**config.mk**
```make
export PLATFORM = sky130hd
export DESIGN_NAME = even_seq_ctrl_flat
export DESIGN_NICKNAME = d
export VERILOG_FILES = /design/src/rtl/even_seq_pkg.sv /design/src/rtl/even_seq_ctrl_if.sv /design/src/rtl/run_counter.sv /design/src/rtl/even_seq_ctrl.sv /design/src/flat_wrapper.sv
export SDC_FILE = /design/constraint.sdc
export NUM_CORES = 1
export LEC_CHECK = 0
export ABC_AREA = 1
export CAP_MARGIN = 10
export CORE_AREA = 3 3 45 47
export DETAILED_ROUTE_END_ITERATION = 8
export DIE_AREA = 0 0 48 50
export GPL_TIMING_DRIVEN = 0
export PLACE_DENSITY = 0.69
export SLEW_MARGIN = 20
export SYNTH_ARGS = -nofsm -noshare
export SYNTH_HDL_FRONTEND = slang
export SYNTH_SLANG_ARGS = --single-unit
```
**constraint.sdc**
```tcl
create_clock -name clk -period 1.5 [get_ports clk]
set_input_delay 0.225 -clock clk [delete_from_list [all_inputs] [get_ports clk]]
set_output_delay 0.225 -clock clk [all_outputs]
set_load 0.05 [all_outputs]
```
**src/rtl/even_seq_pkg.sv**
```systemverilog
`default_nettype none
// ============================================================================
//  Module      : even_seq_pkg
//  Description : Shared types and constants for the even-value sequence
//                run controller (state encoding, default widths/limits).
//  Revision    : 1.0  - initial release
// ============================================================================
package even_seq_pkg;

    // Default generator value width and last legal value before wrap to 0.
    localparam int unsigned C_WIDTH   = 4;
    localparam int unsigned C_MAX_VAL = 8;

    // Width of the run-length field and the remaining-values counter.
    localparam int unsigned C_LEN_W   = 4;

    typedef enum logic [1:0] {
        ST_IDLE = 2'd0,
        ST_CLR  = 2'd1,
        ST_EMIT = 2'd2,
        ST_DONE = 2'd3
    } state_t;

endpackage : even_seq_pkg
`default_nettype wire

```
**src/rtl/even_seq_ctrl_if.sv**
```systemverilog
`default_nettype none
// ============================================================================
//  Module      : even_seq_ctrl_if
//  Description : Valid/ready output stream from the run controller to the
//                downstream consumer.
//                  out_valid : value on out_data is valid
//                  out_data  : generator value (0 while out_valid is low)
//                  out_ready : consumer accepts the value this cycle
//                master = controller side, slave = consumer side.
//  Revision    : 1.0  - initial release
// ============================================================================
interface even_seq_ctrl_if
    import even_seq_pkg::*;
#(
    parameter int unsigned WIDTH = C_WIDTH
) ();

    logic             out_valid;
    logic [WIDTH-1:0] out_data;
    logic             out_ready;

    modport master (
        output out_valid,
        output out_data,
        input  out_ready
    );

    modport slave (
        input  out_valid,
        input  out_data,
        output out_ready
    );

endinterface : even_seq_ctrl_if
`default_nettype wire

```
**src/rtl/run_counter.sv**
```systemverilog
`default_nettype none
// ============================================================================
//  Module      : run_counter
//  Description : Loadable down-counter holding the number of values still to
//                be emitted in the current run. Saturates at zero.
//                  clk      : clock, rising edge
//                  rst      : asynchronous active-high reset (count -> 0)
//                  load     : load load_val (wins over dec)
//                  load_val : new count
//                  dec      : decrement by one (ignored at zero)
//                  is_one   : count == 1
//                  is_zero  : count == 0
//  Revision    : 1.0  - initial release
// ============================================================================
module run_counter
    import even_seq_pkg::*;
(
    input  logic               clk,
    input  logic               rst,
    input  logic               load,
    input  logic [C_LEN_W-1:0] load_val,
    input  logic               dec,
    output logic               is_one,
    output logic               is_zero
);

    logic [C_LEN_W-1:0] r_count;

    always_ff @(posedge clk or posedge rst) begin
        if (rst) begin
            r_count <= '0;
        end else if (load) begin
            r_count <= load_val;
        end else if (dec && (r_count != '0)) begin
            r_count <= r_count - 1'b1;
        end
    end

    assign is_zero = (r_count == '0);
    assign is_one  = (r_count == C_LEN_W'(1));

endmodule : run_counter
`default_nettype wire

```
**src/rtl/even_seq_ctrl.sv**
```systemverilog
`default_nettype none
// ============================================================================
//  Module      : even_seq_ctrl
//  Description : Run controller for the even-value sequence generator. A start
//                clears the generator, then emits len generator values over a
//                valid/ready stream (stepping the generator once per accepted
//                value) and pulses done. Illegal generator values seen while
//                emitting set a sticky err flag.
//                  clk      : clock, rising edge
//                  reset    : asynchronous active-high reset
//                  start    : run request (sampled only when idle)
//                  abort    : cancel current run (priority over start)
//                  len      : number of values to emit, latched on start
//                  gen_val  : current generator output
//                  gen_clr  : synchronous clear to the generator
//                  gen_load : step the generator at the next edge
//                  out_if   : valid/ready output stream (master)
//                  busy     : run in progress
//                  done     : one-cycle pulse at normal end of run
//                  err      : sticky illegal-value flag
//  Revision    : 1.0  - initial release
// ============================================================================
module even_seq_ctrl
    import even_seq_pkg::*;
#(
    parameter int unsigned WIDTH   = C_WIDTH,
    parameter int unsigned MAX_VAL = C_MAX_VAL
) (
    input  logic               clk,
    input  logic               reset,
    input  logic               start,
    input  logic               abort,
    input  logic [C_LEN_W-1:0] len,
    input  logic [WIDTH-1:0]   gen_val,
    output logic               gen_clr,
    output logic               gen_load,
    even_seq_ctrl_if.master    out_if,
    output logic               busy,
    output logic               done,
    output logic               err
);

    state_t r_state;
    state_t w_next;

    logic   r_gen_clr;
    logic   r_out_valid;
    logic   r_busy;
    logic   r_done;
    logic   r_err;

    logic   w_start_ok;
    logic   w_xfer;
    logic   w_illegal;
    logic   w_is_one;
    logic   w_is_zero;

    assign w_start_ok = (r_state == ST_IDLE) && start && !abort;
    assign w_xfer     = r_out_valid && out_if.out_ready;
    assign w_illegal  = gen_val[0] || (32'(gen_val) > MAX_VAL);

    run_counter u_run_counter (
        .clk      (clk),
        .rst      (reset),
        .load     (w_start_ok),
        .load_val (len),
        .dec      (w_xfer),
        .is_one   (w_is_one),
        .is_zero  (w_is_zero)
    );

    // Next-state decision; abort always returns to IDLE from an active state.
    always_comb begin
        w_next = r_state;
        case (r_state)
            ST_IDLE: if (w_start_ok) w_next = ST_CLR;
            ST_CLR: begin
                if (abort)          w_next = ST_IDLE;
                else if (w_is_zero) w_next = ST_DONE;
                else                w_next = ST_EMIT;
            end
            ST_EMIT: begin
                if (abort)                   w_next = ST_IDLE;
                else if (w_xfer && w_is_one) w_next = ST_DONE;
            end
            ST_DONE: w_next = ST_IDLE;
            default: w_next = ST_IDLE;
        endcase
    end

    // State plus registered outputs. Outputs are decoded from the next state
    // so they are aligned with the state they describe.
    always_ff @(posedge clk or posedge reset) begin
        if (reset) begin
            r_state     <= ST_IDLE;
            r_gen_clr   <= 1'b0;
            r_out_valid <= 1'b0;
            r_busy      <= 1'b0;
            r_done      <= 1'b0;
            r_err       <= 1'b0;
        end else begin
            r_state     <= w_next;
            r_gen_clr   <= (w_next == ST_CLR);
            r_out_valid <= (w_next == ST_EMIT);
            r_busy      <= (w_next != ST_IDLE);
            r_done      <= (w_next == ST_DONE);
            if (w_start_ok) begin
                r_err <= 1'b0;
            end else if ((r_state == ST_EMIT) && w_illegal) begin
                r_err <= 1'b1;
            end
        end
    end

    // gen_load follows the handshake directly so the generator steps on the
    // same edge the consumer takes the value.
    assign gen_load         = w_xfer;
    assign gen_clr          = r_gen_clr;
    assign out_if.out_valid = r_out_valid;
    assign out_if.out_data  = r_out_valid ? gen_val : '0;
    assign busy             = r_busy;
    assign done             = r_done;
    assign err              = r_err;

endmodule : even_seq_ctrl
`default_nettype wire

```
**src/flat_wrapper.sv**
```systemverilog
// flat-port wrapper written by rule: the top's interface ports become plain ports
module even_seq_ctrl_flat import even_seq_pkg::*;
#(
    parameter int unsigned WIDTH   = C_WIDTH,
    parameter int unsigned MAX_VAL = C_MAX_VAL
)
  (clk, reset, start, abort, len, gen_val, gen_clr, gen_load, busy, done, err, out_if_out_valid, out_if_out_data, out_if_out_ready);
  even_seq_ctrl_if #(.WIDTH(WIDTH)) out_if_i ();
  input  logic clk;
  input  logic reset;
  input  logic start;
  input  logic abort;
  input  logic [C_LEN_W-1:0] len;
  input  logic [WIDTH-1:0] gen_val;
  output logic gen_clr;
  output logic gen_load;
  output logic busy;
  output logic done;
  output logic err;
  output wire logic [$bits(out_if_i.out_valid)-1:0] out_if_out_valid;
  output wire logic [$bits(out_if_i.out_data)-1:0] out_if_out_data;
  input wire logic [$bits(out_if_i.out_ready)-1:0] out_if_out_ready;
  assign out_if_out_valid = out_if_i.out_valid;
  assign out_if_out_data = out_if_i.out_data;
  assign out_if_i.out_ready = out_if_out_ready;
  even_seq_ctrl #(.WIDTH(WIDTH), .MAX_VAL(MAX_VAL)) u_core (.clk(clk), .reset(reset), .start(start), .abort(abort), .len(len), .gen_val(gen_val), .gen_clr(gen_clr), .gen_load(gen_load), .out_if(out_if_i), .busy(busy), .done(done), .err(err));
endmodule
```
* Yosys cells after proc, flatten, opt, wreduce, memory -nomap -nowiden
Cells that the tools add are included. Widths: inputs -> output; s select.
Cells by class: reduce and logical (&&, ||, !) cells 14, equal/unequal tests 7, add/sub/neg operators 1, order comparisons 1, mux-type cells 11
Operators by type and width (count):
- $mux 4 | 3
- $eq 2x2->1 const B | 4
- $mux 2 | 4
- $pmux 2 s4 | 1
- $logic_and 1x1->1 | 6
- $reduce_bool 2->1 | 3
- $eq 2x1->1 const B | 2
- $eq 4x1->1 const B | 1
- $gt 4x4->1 const B | 1
- $logic_not 4->1 | 1
- $reduce_bool 4->1 | 1
- $sub 4x1->4 const B | 1
- $mux 1 | 3
- $logic_not 2->1 | 1
- $logic_not 1->1 | 1
- $logic_or 1x1->1 | 1
Word-level totals: register bits after elaboration 11, logic and storage cells 41

* Longest topological paths before layout
depth in word-level cells 6, gate-level depth with buffers 9, mapped depth without buffers 9

* By module
A second synthesis with hierarchy kept.
Unflattened totals: cells, all modules 92, area, all modules 674.4 um^2
By module, submodules not included:
- even_seq_ctrl | instances 1, cells an instance 43, area each 362.8 um^2
- run_counter | instances 1, cells an instance 49, area each 311.5 um^2

* Worst setup path before layout
No wires, ideal clock.
path kind register -> register, start point register u_core.r_out_valid, in the netlist u_core.out_if.out_valid, end point register u_core.u_run_counter.r_count[1], setup slack -0.139 ns, data arrival time 1.515 ns, setup time 0.124 ns, buffers on the path 0, clock period less this slack 1.639 ns, stages on the path, launching flop included 8, cells stage by stage dfrtp_1 nand2_1 inv_1 nand2_2 nand2_4 inv_2 nand2_1 nand2_1
Between the ends: cells in the longest elaborated chain, start to end 3
Ends and longest elaborated chain:
- from (decl) | RTL line even_seq_ctrl.sv:47 | logic r_out_valid;
- from (signal assigned) | RTL line even_seq_ctrl.sv:104 | r_out_valid <= (w_next == ST_EMIT);
- $logic_and 1x1->1 | RTL line even_seq_ctrl.sv:59 | assign w_xfer = r_out_valid && out_if.out_ready;
- via gen_load | RTL line flat_wrapper.sv:16 | output logic gen_load;
- $logic_and 1x1->1 | RTL line run_counter.sv:34 | end else if (dec && (r_count != '0)) begin
- $reduce_bool 2->1 (no line)
- to (signal assigned) | RTL line run_counter.sv:33 | r_count <= load_val;
- to (signal assigned) | RTL line run_counter.sv:35 | r_count <= r_count - 1'b1;
- to (decl) | RTL line run_counter.sv:27 | logic [C_LEN_W-1:0] r_count;
The timed path passes the listed nets, and every way through them passes these cells. A chain may end at the register's enable or synchronous reset.

* Worst setup path in the final report
start point register u_core.r_out_valid, in the netlist u_core.out_if.out_valid, end point output port out_if_out_valid
RTL lines:
- to (decl) | RTL line flat_wrapper.sv:20 | output wire logic [$bits(out_if_i.out_valid)-1:0] out_if_out_valid;
No word-level cell between the ends.

==> results.tsv <==
metric	value	unit
power_density	1200	mW/mm^2
cts_tree	built	
r2r_slack	0.26	ns
antenna_left	0	
clockBufferDepth	2	
gp_congestion	0.770	
drive_gt1_frac	0.159	
grt_usage	0.128	
fin_util	0.541	
drt-pass1-iter-count	4	
cts-root-buf	clkbuf_4	
synthTopCellsByArea	dfrtp_1, nand2_1, inv_1, ha_1, nand3_1	
synth_mux_area_frac	0	
antenna_found_initial	0	
synth_warnings	0	
synth_compound_area_frac	0.0501	
skew	0.00153	ns
ys_types	19	
cp_max_fo	6	
syn_area	649	sq um
routed_via_density	4.56	
finalSetupViolations	0	
io_buffers	22	
hold_slack	0.244	ns
die_y	50	um
cp-end-kind	output port	
clock_latency	0.28	ns
fmax	689	MHz
path_cells	dlygate4sd2_1	
wl_met1	575	um
wl_met2	574	um
nets	130	
ioPinCount	23	
start_kind	flop	
cp_top_family	buffers and inverters	
peakVddDrop	681	uV
synthesis.nets	103	
die_area	0.00240	sq mm
antenna_cells	0	
grt_pass1_vias	536	
synth-simple-area-share	0.326	
timing_hold_violations_final	0	
hp-class	input port to asynchronous set/reset pin	
crit_arrival	1.23	ns
synth-seq-cells	11	
worstReg2RegEnd	u_core.u_run_counter.r_count[1]	
num_rows	15	
synth.avg_cell_area	7.46	sq um
fin_crit	1.45	ns
placedInstanceArea	892	sq um
dr_total_vias	593	
rsz0062_at_grt	false	
cts.htree.levels	1	
synth_top_cell_area_share	0.424	
period_share	0.967	
p_leak	0.534	nW
initial_utilization	0.384	
die-width	48	um
drt-total-wl	1.30	mm
core	0.00169	sq mm
synth_xor_area_frac	0.0135	
wire_per_inst	9.98	um
postCtsHoldBufs	0	
status	finished, final reports clean	
dp_slack	-0.385	ns
grt_max_degree	12	
hpwl	1.04	mm
setup_ws	0.0491	ns
max_cap_violations	0	
n_fill_cell	181	
relSlewSlack	0.673	
cts_setup_buffers	0	
power.total	0.00110	W
drt_iter0_drc	6	
rr_startpoint	u_core.u_run_counter.r_count[0]	
path_clk_slew	0.08	ns
wl_met3	99	um
crit_type	flop to output port	
reg2regPathDepth	7	
critPathRequiredTime	1.27	ns
worstMarginPinSlew	0.493	ns
yosys.area.top_type	dfrtp_1	
syn_to_final_growth	40.7	%
grt.overflow.total	0	
ys_seq_area_frac	0.424	
drcViolationCount	0	
synth_cells	87	
synth_adder_area_share	0.0578	
crit_buf_inv	1	
slowest_delay	0.54	ns
crit_path_start	u_core.out_if.out_valid	
stdcell_area	913	sq um
synth_top_family_by_area	simple AND/OR/NAND/NOR gates	
maxUsedRoutingLayer	met4	
drv_slew	0	
grt_pass1_wl	2.13	mm
critPathSlowestCell	dlygate4sd2_1	
cts.sinks	11	
cts_made_buffers	3	
==> sequential cells by signal (all words and copies together), names as in the netlist <==
name and cells:
u_core.r_state 2, u_core.u_run_counter.r_count 4, u_core.err 1, u_core.out_if.out_valid 1, u_core.done 1, u_core.busy 1, u_core.gen_clr 1
==> area by class of cell <==
type | count | area, sq um | share of cell area
multi-input combinational | 57 | 290 | 0.318
buffer | 1 | 11.3 | 0.0123
clock inverter | 1 | 5.00 | 0.00548
inverter | 18 | 72.6 | 0.0795
tap | 17 | 21.3 | 0.0233
clock buffer | 3 | 22.5 | 0.0247
timing repair buffer | 22 | 214 | 0.234
sequential | 11 | 277 | 0.303
==> worst max path at each step <==
stage	end	slack [ns]	cells past startpoint
3_3_place_gp	gen_load	-0.39	4
6_report	out_if_out_valid	0.05	1
4_1_cts	gen_load	0.0004	3
3_5_place_dp	gen_load	-0.39	4
2_1_floorplan	u_core.u_run_counter.r_count[1]	0.03	7
5_1_grt	out_if_out_valid	0.004	1
==> placed cells by master, fill, tap and decap left out <==
master           count
nand2_1             28
inv_1               16
clkdlybuf4s50_1     12
dfrtp_1             10
nor2_1               8
nand3_1              6
dlygate4sd2_1        5
clkdlybuf4s15_2      4
ha_1                 3
clkbuf_4             3
nand2_2              2
a21oi_1              2
nor2_2               1
nand3_2              1
buf_6                1
clkinv_4             1
xor2_1               1
nand2_4              1
inv_2                1
o21a_1               1
o21bai_1             1
or2_1                1
o211ai_1             1
clkinv_2             1
buf_2                1
dfrtp_2              1
==> report_power, final <==
part / total, W / leakage [nW] / switching [W] / internal [W]
Combinational: 0.000458 / 0.377 / 0.000281 / 0.000177
Clock: 0.000212 / 0.0177 / 0.000113 / 0.0000990
Sequential: 0.000426 / 0.140 / 0.0000623 / 0.000364
Total: 0.00110 / 0.534 / 0.000457 / 0.000640
==> stage by stage <==
step | TNS (ns) | cells
final | 0 | 130
after global routing | 0 | 130
after CTS | 0 | 130
after detailed placement | -1.66 | 126
after global placement | -1.64 | 126
after floorplan | 0 | 87
==> logic make-up (layout without fill, tap and decap cells) <==
logic type	count (synthesis)	after routing
buffers and inverters	19	45
adder cells (fa/ha/maj)	3	3
flip-flops	11	11
AND/OR/NAND/NOR	48	48
XOR/XNOR	1	1
AO/OA/AOI/OAI	5	5
==> repair_timing <==
item / CTS / global route
endpoints found under the setup margin: 10 / 1
resized for setup: 20 / 2
gates cloned: 0 / 0
==> layer usage <==
layer / vias up / GRT usage
li1: 312 / -
met1: 253 / 0.151
met2: 23 / 0.189
met3: 5 / 0.0328
met4: 0 / 0.0942
met5: - / 0
==> synthesized netlist by cell type <==
cell,n
nand2_4,1
xor2_1,1
ha_1,3
nor2_1,8
nand3_2,1
a21oi_1,2
inv_1,16
nor2_2,1
or2_1,1
nand2_1,28
dfrtp_1,11
inv_2,1
o211ai_1,1
nand3_1,6
nand2_2,2
clkinv_4,1
o21bai_1,1
buf_6,1
o21a_1,1
Note: power is estimated with default switching activity, not from simulation.
